## src/rtl/db_target_resp_pkg.sv

```systemverilog
// Shared constants, state encoding and helpers for the doorbell/NWR target responder.
package db_target_resp_pkg;

  localparam logic [3:0] FTYPE_DB   = 4'hA;
  localparam logic [3:0] FTYPE_NWR  = 4'h5;
  localparam logic [3:0] TTYPE_NWR  = 4'h4;

  localparam logic [15:0] DB_SELF       = 16'h0101;
  localparam logic [15:0] DB_SELF_OK    = 16'h0100;
  localparam logic [15:0] DB_SELF_BUSY  = 16'h01FF;
  localparam logic [15:0] DB_INTEG      = 16'h0200;
  localparam logic [15:0] DB_INTEG_OK   = 16'h0300;
  localparam logic [15:0] DB_INTEG_BAD  = 16'h03FF;
  localparam logic [15:0] DB_UNKNOWN    = 16'hFFFF;

  typedef enum logic [1:0] {
    IDLE,
    DB_RESP,
    NWR_DATA,
    DISCARD
  } state_t;

  function automatic logic [5:0] sat_inc6(input logic [5:0] v);
    return (v == 6'd63) ? v : v + 6'd1;
  endfunction

endpackage

```

## src/rtl/db_target_resp.sv

```systemverilog
// Target-side responder: answers doorbells with a single-beat reply and streams
// NWR payload out with the beat count kept for later integrity doorbells.
module db_target_resp
  import db_target_resp_pkg::*;
(
  input  logic        log_clk,
  input  logic        log_rst,
  input  logic [7:0]  src_id,
  input  logic        local_busy,
  input  logic        treq_tvalid_in,
  output logic        treq_tready_o,
  input  logic        treq_tlast_in,
  input  logic [63:0] treq_tdata_in,
  input  logic [7:0]  treq_tkeep_in,
  input  logic [31:0] treq_tuser_in,
  output logic        tresp_tvalid_o,
  input  logic        tresp_tready_in,
  output logic        tresp_tlast_o,
  output logic [63:0] tresp_tdata_o,
  output logic [7:0]  tresp_tkeep_o,
  output logic [31:0] tresp_tuser_o,
  output logic        nwr_valid_o,
  output logic [63:0] nwr_data_o,
  output logic [7:0]  nwr_keep_o,
  output logic        nwr_last_o,
  output logic [33:0] nwr_addr_o,
  output logic        integ_pulse_o
);

  state_t      state;
  logic [5:0]  beat_cnt;
  logic [5:0]  last_cnt;
  logic [7:0]  nwr_size;
  logic        db_tlast;

  logic [7:0]  h_tid;
  logic [3:0]  h_ftype;
  logic [3:0]  h_ttype;
  logic [1:0]  h_prio;
  logic [1:0]  prio_next;
  logic [7:0]  h_size;
  logic [33:0] h_addr;
  logic [15:0] h_info;
  logic [15:0] info_next;
  logic [5:0]  want_cnt;
  logic [5:0]  cnt_next;
  logic        is_integ;
  logic        unused_bits;

  assign h_tid     = treq_tdata_in[63:56];
  assign h_ftype   = treq_tdata_in[55:52];
  assign h_ttype   = treq_tdata_in[51:48];
  assign h_prio    = treq_tdata_in[46:45];
  assign h_size    = treq_tdata_in[43:36];
  assign h_addr    = treq_tdata_in[33:0];
  assign h_info    = treq_tdata_in[31:16];
  assign prio_next = h_prio + 2'd1;
  assign want_cnt  = {1'b0, nwr_size[7:3]} + 6'd1;
  assign cnt_next  = sat_inc6(beat_cnt);
  assign is_integ  = (h_info[15:1] == DB_INTEG[15:1]);

  assign unused_bits = ^{treq_tuser_in[15:0], treq_tdata_in[47], treq_tdata_in[44],
                         treq_tdata_in[35:34], nwr_size[2:0]};

  assign treq_tready_o = (state != DB_RESP);
  assign tresp_tlast_o = tresp_tvalid_o;
  assign tresp_tkeep_o = {8{tresp_tvalid_o}};

  // Integrity check compares against the most recently completed NWR.
  always_comb begin
    info_next = DB_UNKNOWN;
    if (h_info == DB_SELF)
      info_next = local_busy ? DB_SELF_BUSY : DB_SELF_OK;
    else if (is_integ)
      info_next = (last_cnt == want_cnt && nwr_addr_o[20] == h_info[0])
                  ? (DB_INTEG_OK | {15'h0, h_info[0]}) : DB_INTEG_BAD;
  end

  always_ff @(posedge log_clk or posedge log_rst) begin
    if (log_rst) begin
      state          <= IDLE;
      beat_cnt       <= '0;
      last_cnt       <= '0;
      nwr_size       <= '0;
      db_tlast       <= 1'b0;
      tresp_tvalid_o <= 1'b0;
      tresp_tdata_o  <= '0;
      tresp_tuser_o  <= '0;
      nwr_valid_o    <= 1'b0;
      nwr_data_o     <= '0;
      nwr_keep_o     <= '0;
      nwr_last_o     <= 1'b0;
      nwr_addr_o     <= '0;
      integ_pulse_o  <= 1'b0;
    end else begin
      nwr_valid_o   <= 1'b0;
      integ_pulse_o <= 1'b0;
      case (state)
        IDLE: begin
          if (treq_tvalid_in) begin
            if (h_ftype == FTYPE_DB) begin
              state          <= DB_RESP;
              db_tlast       <= treq_tlast_in;
              tresp_tvalid_o <= 1'b1;
              tresp_tdata_o  <= {h_tid, FTYPE_DB, 4'h0, 1'b0, prio_next, 1'b0,
                                 12'h0, info_next, 16'h0};
              tresp_tuser_o  <= {8'h0, src_id, treq_tuser_in[31:16]};
              integ_pulse_o  <= is_integ;
            end else if (h_ftype == FTYPE_NWR && h_ttype == TTYPE_NWR) begin
              nwr_addr_o <= h_addr;
              nwr_size   <= h_size;
              beat_cnt   <= '0;
              // Payload-less or busy-dropped writes still count as "completed" with 0 beats.
              if (treq_tlast_in || local_busy)
                last_cnt <= '0;
              if (!treq_tlast_in)
                state <= local_busy ? DISCARD : NWR_DATA;
            end else if (!treq_tlast_in) begin
              state <= DISCARD;
            end
          end
        end
        NWR_DATA: begin
          if (treq_tvalid_in) begin
            nwr_valid_o <= 1'b1;
            nwr_data_o  <= treq_tdata_in;
            nwr_keep_o  <= treq_tkeep_in;
            nwr_last_o  <= treq_tlast_in;
            beat_cnt    <= cnt_next;
            if (treq_tlast_in) begin
              last_cnt <= cnt_next;
              state    <= IDLE;
            end
          end
        end
        DISCARD: begin
          if (treq_tvalid_in && treq_tlast_in)
            state <= IDLE;
        end
        DB_RESP: begin
          if (tresp_tready_in) begin
            tresp_tvalid_o <= 1'b0;
            state          <= db_tlast ? IDLE : DISCARD;
          end
        end
        default: state <= IDLE;
      endcase
    end
  end

endmodule
```

## config.mk

```make
export PLATFORM = sky130hd
export DESIGN_NAME = db_target_resp
export DESIGN_NICKNAME = d
export VERILOG_FILES = /design/src/rtl/db_target_resp_pkg.sv /design/src/rtl/db_target_resp.sv
export SDC_FILE = /design/constraint.sdc
export NUM_CORES = 1
export LEC_CHECK = 0
export BUFFER_PORTS_ARGS = -buffer_cell sky130_fd_sc_hd__buf_2
export CORE_AREA = 2 2 128 130
export DETAILED_ROUTE_END_ITERATION = 10
export DIE_AREA = 0 0 130 132
export GPL_TIMING_DRIVEN = 0
export PLACE_DENSITY_LB_ADDON = 0.1
export SETUP_SLACK_MARGIN = 0.3
export SKIP_CTS_REPAIR_TIMING = 1
export SLEW_MARGIN = 10
export SYNTH_ARGS = -nofsm -noshare
export SYNTH_HDL_FRONTEND = slang
export SYNTH_SLANG_ARGS = --single-unit
```

## constraint.sdc

```tcl
create_clock -name log_clk -period 6.8 [get_ports log_clk]
set_input_delay 1.36 -clock log_clk [delete_from_list [all_inputs] [get_ports log_clk]]
set_output_delay 1.36 -clock log_clk [all_outputs]
set_load 0.05 [all_outputs]
```

Yosys cells after proc, flatten, opt, wreduce, memory -nomap -nowiden. Cells that the tools add are included.

Register bits after elaboration: 185. Latch bits: 0. ROM bits: 0. Word-level logic and storage cells: 92. Memories: 0. Bits in writable memories: 0. Output and inout port bits: 216.

Div/mod/pow operators: 0. Reductions and logical operators: 14. Add/sub/neg operators: 3. Shifts and indexed selects: 0. Multipliers: 0. Multiplexer cells: 38. Magnitude comparators: 0. Bitwise logic cells: 1. Equal/unequal tests: 22.

Operator list (count): two-way mux 6 bit (11); two-way mux 16 bit (2); case mux 6 bit (2 select lines) (2); two-way mux 2 bit (10); inequality test 2 bit (second input constant) (9); equality test 16 x 9 -> 1 bit (second input constant) (1); two-way mux 8 bit (2); equality test 15 x 9 -> 1 bit (second input constant) (1); two-way mux 1 bit (9); equality test 4 x 3 -> 1 bit (second input constant) (2); case mux 2 bit (4 select lines) (1); AND reduction 4 bit (2); AND reduction 7 bit (1); adder 5 x 1 -> 6 bit (second input constant) (1); adder 6 x 1 -> 6 bit (second input constant) (1); equality test 6 bit (1); equality test 6 bit (second input constant) (1); AND reduction 6 bit (1); AND reduction 5 bit (1); equality test 2 bit (second input constant) (2); equality test 4 bit (second input constant) (1); nonzero test 2 bit (2); logical AND 1 bit (3); inequality test 3 bit (second input constant) (1); other kinds (10) (10).

Longest topological paths before layout. Gate-level depths: netlist of run 1.

Word-level depth: 6. Mapped depth: 8. Gate-level depth less buffers: 6.

Worst setup path before layout of run 1. Ideal clock, no wire load.

Kind: input port to flip-flop. Start point: input port treq_tdata_in[53]. End point: register last_cnt[0]. Data arrival time: 2606 ps. Path slack: 4069 ps. Library setup time: 125 ps. Cell stages on the path: 6. Required time: 6675 ps. Path buffers: 1. Cell sequence: nor4bb_1 > and4b_1 > o21a_1 > buf_2 > o21a_4 > mux2_2.

Cells in the longest elaborated chain, start to end: 4. Elaborated cells between the ends (all ways): 6. Those cells by class: eq/ne: 4; reduce/logical: 2.

Ends and longest elaborated chain: start: declaration (RTL line db_target_resp.sv:13) `input logic [63:0] treq_tdata_in,`; equality test 4 x 3 -> 1 bit (RTL line db_target_resp.sv:109) `end else if (h_ftype == FTYPE_NWR && h_ttype == TTYPE_NWR) begin`; logical AND 1 bit (RTL line db_target_resp.sv:109); inequality test 2 bit (no source line); AND reduction 7 bit (no source line) (*); end signal: assignment (RTL line db_target_resp.sv:131) `last_cnt <= cnt_next;`; end: declaration (RTL line db_target_resp.sv:32) `logic [5:0] last_cnt;`.

Mark *: on every way between the ends. The rest lies on a longest branch, timed or not. A chain may end at the register's enable or synchronous reset.

Worst setup path after layout of run 1.
Start point: register tresp_tvalid_o (netlist: tresp_tlast_o). End point: output port tresp_tvalid_o.

RTL lines: start: declaration (RTL line db_target_resp.sv:16) `output logic tresp_tvalid_o,`; start signal: assignment (RTL line db_target_resp.sv:86) `tresp_tvalid_o <= 1'b0;`; start signal: assignment (RTL line db_target_resp.sv:104) `tresp_tvalid_o <= 1'b1;`; start signal: assignment (RTL line db_target_resp.sv:142) `tresp_tvalid_o <= 1'b0;`.

No word-level cell between the ends.

==> out/qor.json, run 1 <==
{
  "floorplanning": {
    "core-area_um2": 15700,
    "dieWidth_um": 130,
    "fp-row-count": 46,
    "die_height_um": 132,
    "die_area_um2": 17200,
    "initial_core_util_pct": 46.3,
    "number_of_primary_i_o_pins": 334
  },
  "timing": {
    "totalNegativeSetupSlack_ns": 0,
    "clock-skew-final_ns": 0.00579,
    "finalWorstSetupSlack_ns": 4.08,
    "timing_worst_slew_pin_value_ns": 0.589,
    "setup-violations-final": 0,
    "layout_worst_path_cycle_share_pct": 40.0,
    "grt_setup_unrepaired": "false",
    "number_of_hold_violations_in_the_final_report": 0,
    "final.hold.worst_slack_ns": 0.467,
    "normalized_max_slew_margin_pct": 60.7,
    "period_needed_ns": 2.72,
    "report.final.slew_viol_count": 0,
    "fmax_ghz": 0.368
  },
  "logic_synthesis": {
    "synth_enable_flop_cells": 0,
    "synth.lib_cells_used.distinct": 43,
    "yosys_most_used_dff": "dfrtp_1",
    "ys_async_sr_fraction_pct": 100,
    "yosysWarnings": 0,
    "synth_area_um2": 7280,
    "synth_compound_area_share_pct": 2.49,
    "yosys.area.top_type_share_pct": 58.1,
    "yosys.area_share.simple_pct": 15.8,
    "synth.ff_latch_count": 169,
    "synth-adder-area-share_pct": 0.344,
    "avgSynthCellArea_um2": 10.9,
    "yosys.area.top_type": "dfrtp_1",
    "muxShareOfSynthArea_pct": 12.7,
    "synth-seq-area-share_pct": 58.1,
    "synth_top_cells_by_area": "dfrtp_1, nand2_1, mux2_2",
    "synth_xor_xnor_area_share_pct": 1.68,
    "syn-instance-count": 669,
    "synth_top_family_by_area": "simple AND/OR/NAND/NOR gates"
  },
  "power_and_ir_drop": {
    "power_leakage_nw": 5.65,
    "cell_internal_pwr_w": 0.00245,
    "clockPowerShare_pct": 18.7,
    "power.share.sequential_pct": 31.2,
    "vdd_ir_drop_max_mv": 0.249,
    "share_comb_of_total_power_pct": 50.1,
    "total_power_w": 0.00489,
    "pwr_cell_area_nw_per_um2": 506,
    "p_switching_w": 0.00244,
    "netSwitchingFraction_pct": 49.9
  },
  "grt": {
    "global_route_wire_length_before_repair_mm": 28.0,
    "grt_start_max_net_pins": 92,
    "global_route.overflow_total": 0,
    "first_global_vias": 5386,
    "antenna_found_initial": 0,
    "grt_usage_pct": 21.0
  },
  "min_path": {
    "hold_path.startpoint": "nwr_data_o[54]$_DFFE_PP0P_",
    "hold_depth": 2,
    "min_delay_worst_endpoint": "nwr_data_o[54]$_DFFE_PP0P_",
    "worst_hold_path_type": "register to register"
  },
  "setup_path": {
    "worst-setup-path-type": "register to output pin",
    "crit_required_ns": 5.44,
    "cp_max_fo": 11,
    "worst_r2r_endpoint": "nwr_data_o[25]$_DFFE_PP0P_",
    "regToRegStartpoint": "state[1]$_DFFE_PP0P_",
    "reg2reg_slack_ns": 4.78,
    "critical_path.startpoint_type": "register",
    "cp-end-kind": "output pin",
    "cp_data_arrival_time_ns": 1.36,
    "worst-r2r-cell-count": 7
  },
  "final_layout": {
    "area_growth_pct": 32.8,
    "share_of_layout_cells_above_drive_strength_1_pct": 46.0,
    "layout.nets": 1125,
    "final_design_area_no_fill_um2": 9670,
    "most_used_cells_in_the_layout_excluding_fill_and_tap_cells": "buf_2, nand2_1, dfrtp_1",
    "layout_commonest_cell": "buf_2",
    "n_antenna_cell": 0
  },
  "place": {
    "place_hpwl_mm": 13.1,
    "placer_s_final_routability_congestion_estimate": 0.806,
    "dp_worst_setup_slack_ns": 3.69,
    "port_buffers": 273,
    "detailed_place.area_um2": 9110
  },
  "cts": {
    "cts-buffers-inserted": 17,
    "clk-insertion-delay-late_ns": 0.42,
    "tritoncts": "done",
    "clock_path_buffers": 2,
    "root_buffer": "clkbuf_16",
    "clock_tree.htree_level_count": 4,
    "clk_transition_reported_paths_ns": 0.06,
    "number_of_clock_sinks": 169
  },
  "routing": {
    "drtPass1Iterations": 7,
    "first_iter_violations": 249,
    "drc": 0,
    "antenna_violating_nets_post_route": 0,
    "wire_per_inst_um": 14.2,
    "routed_wirelength_mm": 17.5,
    "drt-vias-per-instance": 4.48,
    "routed-via-count": 5527
  },
  "flow_run": {
    "number_of_max_cap_violations": 0
  },
  "status": {
    "result_of_the_run": "finished, final reports clean"
  }
}
state kept, by name (all words and copies together), names as in the netlist, 2 cells and up:
register,flops
nwr_data_o,64
nwr_addr_o,34
tresp_tuser_o,24
tresp_tdata_o,15
nwr_keep_o,8
beat_cnt,6
last_cnt,6
nwr_size,5
state,2
routing by layer:
metal	vias to the layer above	track usage (%)	wire, um
met5	-	0	0
met4	0	8.06	429
met3	32	5.93	1320
met2	206	34.2	8380
met1	2552	26.6	7410
li1	2737	-	-
worst max path at each step:
| stage | slack, ns | start | end | cells after the start |
|---|---|---|---|---|
| final | 4.08 | tresp_tlast_o$_DFFE_PP0P_ | tresp_tvalid_o | 2 |
| after global routing | 4.01 | tresp_tlast_o$_DFFE_PP0P_ | tresp_tkeep_o[2] | 2 |
| after CTS | 4.04 | tresp_tlast_o$_DFFE_PP0P_ | tresp_tvalid_o | 2 |
| after detailed placement | 3.69 | treq_tdata_in[53] | last_cnt[2]$_DFFE_PP0P_ | 7 |
| after global placement | -1.24 | log_rst | nwr_addr_o[17]$_DFFE_PP0P_ | 2 |
| after floorplan | 0.86 | log_rst | beat_cnt[0]$_DFFE_PP0P_ | 1 |
critical path, stage by stage, from the launching register on:
cell and delay [ns]:
dfrtp_1 0.52, buf_4 0.16, buf_2 0.26
cells in the mapped netlist, drive strengths merged, types with 2 or more instances:
cell,instances
a32o,2
xor2,3
ha,2
inv,4
nor3b,3
a21o,2
buf,81
nand3,9
nand2,234
o21a,2
a21oi,10
clkbuf,13
nor2,8
nand2b,5
mux2,78
and3,2
xnor2,11
o21ai,5
nor4,3
nor3,2
dfrtp,169
o22ai,3
nor2b,4
kinds of logic after synthesis:
family,Yosys count
DFF,169
AOI/OAI and AO/OA,28
adders and majority gates,2
and+or+nand+nor,278
xor gates and xnor gates,14
other,1
muxes,79
buffers and inverters,98
through the flow:
step / util, % / instances
finish: 61.6 / 1234
CTS: 61.6 / 1234
floorplan: - / 712
global route: 61.6 / 1234
global placement: 57.8 / 1201
detailed placement: 58.0 / 1202
area by class of cell:
cell class | count | area [um^2]
plain buffers | 94 | 632
clock buffers | 21 | 460
clock inverters | 11 | 97.6
fillers | 1387 | 6040
inverters | 4 | 22.5
multi-input cells | 445 | 2570
flip-flops and latches | 169 | 4230
well taps | 216 | 270
repair buffers | 274 | 1390
power by group through the flow:
stage / clock (W) / combinational [W] / sequential [W]
6_report: 0.000915 / 0.00245 / 0.00152
5_1_grt: 0.000984 / 0.00260 / 0.00157
3_5_place_dp: 0 / 0.00247 / 0.00154
4_1_cts: 0.000938 / 0.00247 / 0.00153
3_3_place_gp: 0 / 0.00245 / 0.00153
2_1_floorplan: 0 / 0.000829 / 0.00261
Power figures use the tool's default switching activity.
==> inputs of run 2 (changes only) <==
--- a/config.mk
+++ b/config.mk
@@ -6,9 +6,9 @@
 export NUM_CORES = 1
 export LEC_CHECK = 0
 export BUFFER_PORTS_ARGS = -buffer_cell sky130_fd_sc_hd__buf_2
-export CORE_AREA = 2 2 128 130
+export CORE_AREA = 2 2 134 136
 export DETAILED_ROUTE_END_ITERATION = 10
-export DIE_AREA = 0 0 130 132
+export DIE_AREA = 0 0 136 138
 export GPL_TIMING_DRIVEN = 0
 export PLACE_DENSITY_LB_ADDON = 0.1
 export SETUP_SLACK_MARGIN = 0.3
==> constraint.sdc (replaced) <==
create_clock -name log_clk -period 2.4 [get_ports log_clk]
set_input_delay 0.48 -clock log_clk [delete_from_list [all_inputs] [get_ports log_clk]]
set_output_delay 0.48 -clock log_clk [all_outputs]
set_load 0.05 [all_outputs]
==> out/qor.json, run 2 (synthesis results as in run 1) <==
{
  "power_and_ir_drop": {
    "vdd_ir_drop_max": {"value": 0.828, "unit": "mV", "change": "+230%"},
    "power_leakage": {"value": 5.70, "unit": "nW", "change": "+0.88%"},
    "total_power": {"value": 0.0140, "unit": "W", "change": "+190%"},
    "pwr_cell_area": {"value": 1430, "unit": "nW/um^2", "change": "+180%"}
  },
  "timing": {
    "fmax_ghz": 0.501,
    "clock-skew-final": {"value": 0.00721, "unit": "ns", "change": "+0.00142 ns"},
    "report.final.slew_viol_count": {"value": 0, "change": "unchanged"},
    "normalized_max_slew_margin": {"value": 54.0, "unit": "%", "change": "-6.7 points"},
    "grt_setup_unrepaired": "false",
    "final.hold.worst_slack": {"value": 0.149, "unit": "ns", "change": "-0.318 ns"},
    "number_of_hold_violations_in_the_final_report": {"value": 0, "change": "unchanged"},
    "period_needed_ns": 2.00,
    "timing_worst_slew_pin_value": {"value": 0.689, "unit": "ns", "change": "+0.0995 ns"},
    "finalWorstSetupSlack": {"value": 0.403, "unit": "ns", "change": "-3.68 ns"},
    "setup-violations-final": {"value": 0, "change": "unchanged"},
    "totalNegativeSetupSlack": {"value": 0, "unit": "ns", "change": "unchanged"},
    "layout_worst_path_cycle_share_pct": 83.2
  },
  "setup_path": {
    "cp_data_arrival_time": {"value": 2.30, "unit": "ns", "change": "+0.94 ns"},
    "cp-end-kind": "register",
    "worst-setup-path-type": "register to register",
    "crit_required": {"value": 2.71, "unit": "ns", "change": "-2.73 ns"},
    "crit_slowest_cell": "dfrtp_1",
    "slowest_delay": {"value": 0.43, "unit": "ns", "change": "-0.09 ns"},
    "critical_path.cell_chain": "ha_1 -> xnor2_1 -> nand3_1 -> nor4_1 -> a31oi_1 -> a211o_1",
    "cp_max_fo": {"value": 4, "change": "-7"},
    "critical_path.startpoint_type": "register"
  },
  "floorplanning": {
    "die_height": {"value": 138, "unit": "um", "change": "+4.5%"},
    "initial_core_util": {"value": 41.5, "unit": "%", "change": "-4.8 points"},
    "die_area": {"value": 18800, "unit": "um^2", "change": "+9.4%"},
    "fp-row-count": {"value": 49, "change": "+6.5%"},
    "dieWidth": {"value": 136, "unit": "um", "change": "+4.6%"},
    "core-area": {"value": 17500, "unit": "um^2", "change": "+12%"},
    "number_of_primary_i_o_pins": {"value": 334, "change": "unchanged"}
  },
  "cts": {
    "clock_path_buffers": {"value": 2, "change": "unchanged"},
    "tritoncts": "done",
    "root_buffer": "clkbuf_16",
    "clk_transition_reported_paths": {"value": 0.07, "unit": "ns", "change": "about the same"},
    "number_of_clock_sinks": {"value": 169, "change": "unchanged"},
    "clk-insertion-delay-late": {"value": 0.42, "unit": "ns", "change": "about the same"},
    "clock_tree.htree_level_count": {"value": 4, "change": "unchanged"},
    "cts-buffers-inserted": {"value": 17, "change": "unchanged"}
  },
  "final_layout": {
    "largest_register_ff_count": {"value": 64, "change": "unchanged"},
    "area_growth_pct": 34.7,
    "n_antenna_cell": {"value": 0, "change": "unchanged"},
    "most_used_cells_in_the_layout_excluding_fill_and_tap_cells": "buf_2, nand2_1, dfrtp_1",
    "fill_cells": {"value": 1601, "change": "+15%"},
    "layout_commonest_cell": "buf_2",
    "layout.nets": {"value": 1129, "change": "+0.36%"},
    "share_of_layout_cells_above_drive_strength_1": {"value": 46.6, "unit": "%", "change": "+0.60 points"},
    "reg.largest.list": "nwr_data_o: 64 flops, nwr_addr_o: 34 flops, tresp_tuser_o: 24 flops",
    "post_layout_nonfiller_instances": {"value": 1251, "change": "+1.4%"},
    "registers.top_by_ff_count": "nwr_data_o"
  },
  "place": {
    "numPlacedInstances": {"value": 1219, "change": "+1.4%"},
    "port_buffers": {"value": 273, "change": "unchanged"},
    "dp_worst_setup_slack": {"value": 0.196, "unit": "ns", "change": "-3.49 ns"},
    "place_hpwl": {"value": 13.6, "unit": "mm", "change": "+3.8%"},
    "placer_s_final_routability_congestion_estimate": {"value": 0.761, "change": "-5.6%"}
  },
  "routing": {
    "drtPass1Iterations": {"value": 4, "change": "-3"},
    "routed_wirelength": {"value": 17.8, "unit": "mm", "change": "+1.6%"},
    "first_iter_violations": {"value": 243, "change": "-2.4%"},
    "antenna_violating_nets_post_route": {"value": 0, "change": "unchanged"},
    "drt-vias-per-instance": {"value": 4.44, "change": "-0.89%"},
    "drc": {"value": 0, "change": "unchanged"},
    "routed-via-count": {"value": 5553, "change": "+0.47%"},
    "wire_per_inst": {"value": 14.2, "unit": "um", "change": "+0.24%"}
  },
  "status": {
    "result_of_the_run": "finished, final reports clean"
  },
  "grt": {
    "antenna_found_initial": {"value": 0, "change": "unchanged"},
    "grt_usage": {"value": 19.4, "unit": "%", "change": "-1.6 points"},
    "grt_start_max_net_pins": {"value": 36, "change": "-61%"},
    "global_route_wire_length_before_repair": {"value": 28.6, "unit": "mm", "change": "+2.0%"},
    "global_route.overflow_total": {"value": 0, "change": "unchanged"},
    "first_global_vias": {"value": 5432, "change": "+0.85%"}
  },
  "flow_run": {
    "number_of_max_cap_violations": {"value": 0, "change": "unchanged"}
  },
  "min_path": {
    "worst_hold_path_type": "primary input to asynchronous set/reset pin"
  }
}
-- run 2: per-layer routing --
metal,vias to the layer above,GRT usage (%),share of wire (%)
met5,-,0,0
met4,0,6.63,1.5
met3,17,5.28,7.8
met2,203,30.7,47
met1,2595,25.7,44
li1,2738,-,-
-- run 2: cell type report --
type,count,area [um^2],share of cell area (%)
sequential,169,4230,43.1
multi-input combinational,445,2570,26.2
timing repair buffer,278,1470,15.0
buffer,94,633,6.45
clock buffer,20,457,4.65
tap,229,287,2.92
clock inverter,12,139,1.42
inverter,4,18.8,0.191
-- run 2: worst max-delay path: cells and delay by family, from the launching register on --
kind | cells | cell delay [ns]
and+or+nand+nor | 2 | 0.51
AOI/OAI and AO/OA | 2 | 0.48
DFF | 1 | 0.43
xor gates and xnor gates | 1 | 0.14
adders and majority gates | 1 | 0.33
-- run 2: through the flow --
step / utilization (%) / area [um^2]
5_1_grt: 56.0 / 9810
3_3_place_gp: 51.9 / 9100
6_report: 56.0 / 9810
4_1_cts: 55.9 / 9800
2_1_floorplan: - / 7450
3_5_place_dp: 52.5 / 9210
-- run 2: worst paths after layout --
kind                                            start                            end  slack, ns  cells after the start
max                           nwr_size[3]$_DFFE_PP0P_  tresp_tdata_o[16]$_DFFE_PP0P_       0.40                      6
min                                           log_rst     nwr_data_o[17]$_DFFE_PP0P_       0.15                      2
max reg2reg                   nwr_size[3]$_DFFE_PP0P_  tresp_tdata_o[16]$_DFFE_PP0P_       0.40                      6
min reg2reg                nwr_data_o[14]$_DFFE_PP0P_     nwr_data_o[14]$_DFFE_PP0P_       0.47                      2
max in group asynchronous                     log_rst  tresp_tuser_o[11]$_DFFE_PP0P_       1.23                      5
min in group log_clk                treq_tdata_in[35]     nwr_data_o[35]$_DFFE_PP0P_       0.24                      3
-- run 2: power breakdown --
part | internal [W] | total (W) | leakage [nW] | switching (W)
clock | 0.00160 | 0.00276 | 0.280 | 0.00116
combinational | 0.00168 | 0.00693 | 3.22 | 0.00525
sequential | 0.00380 | 0.00433 | 2.20 | 0.000538
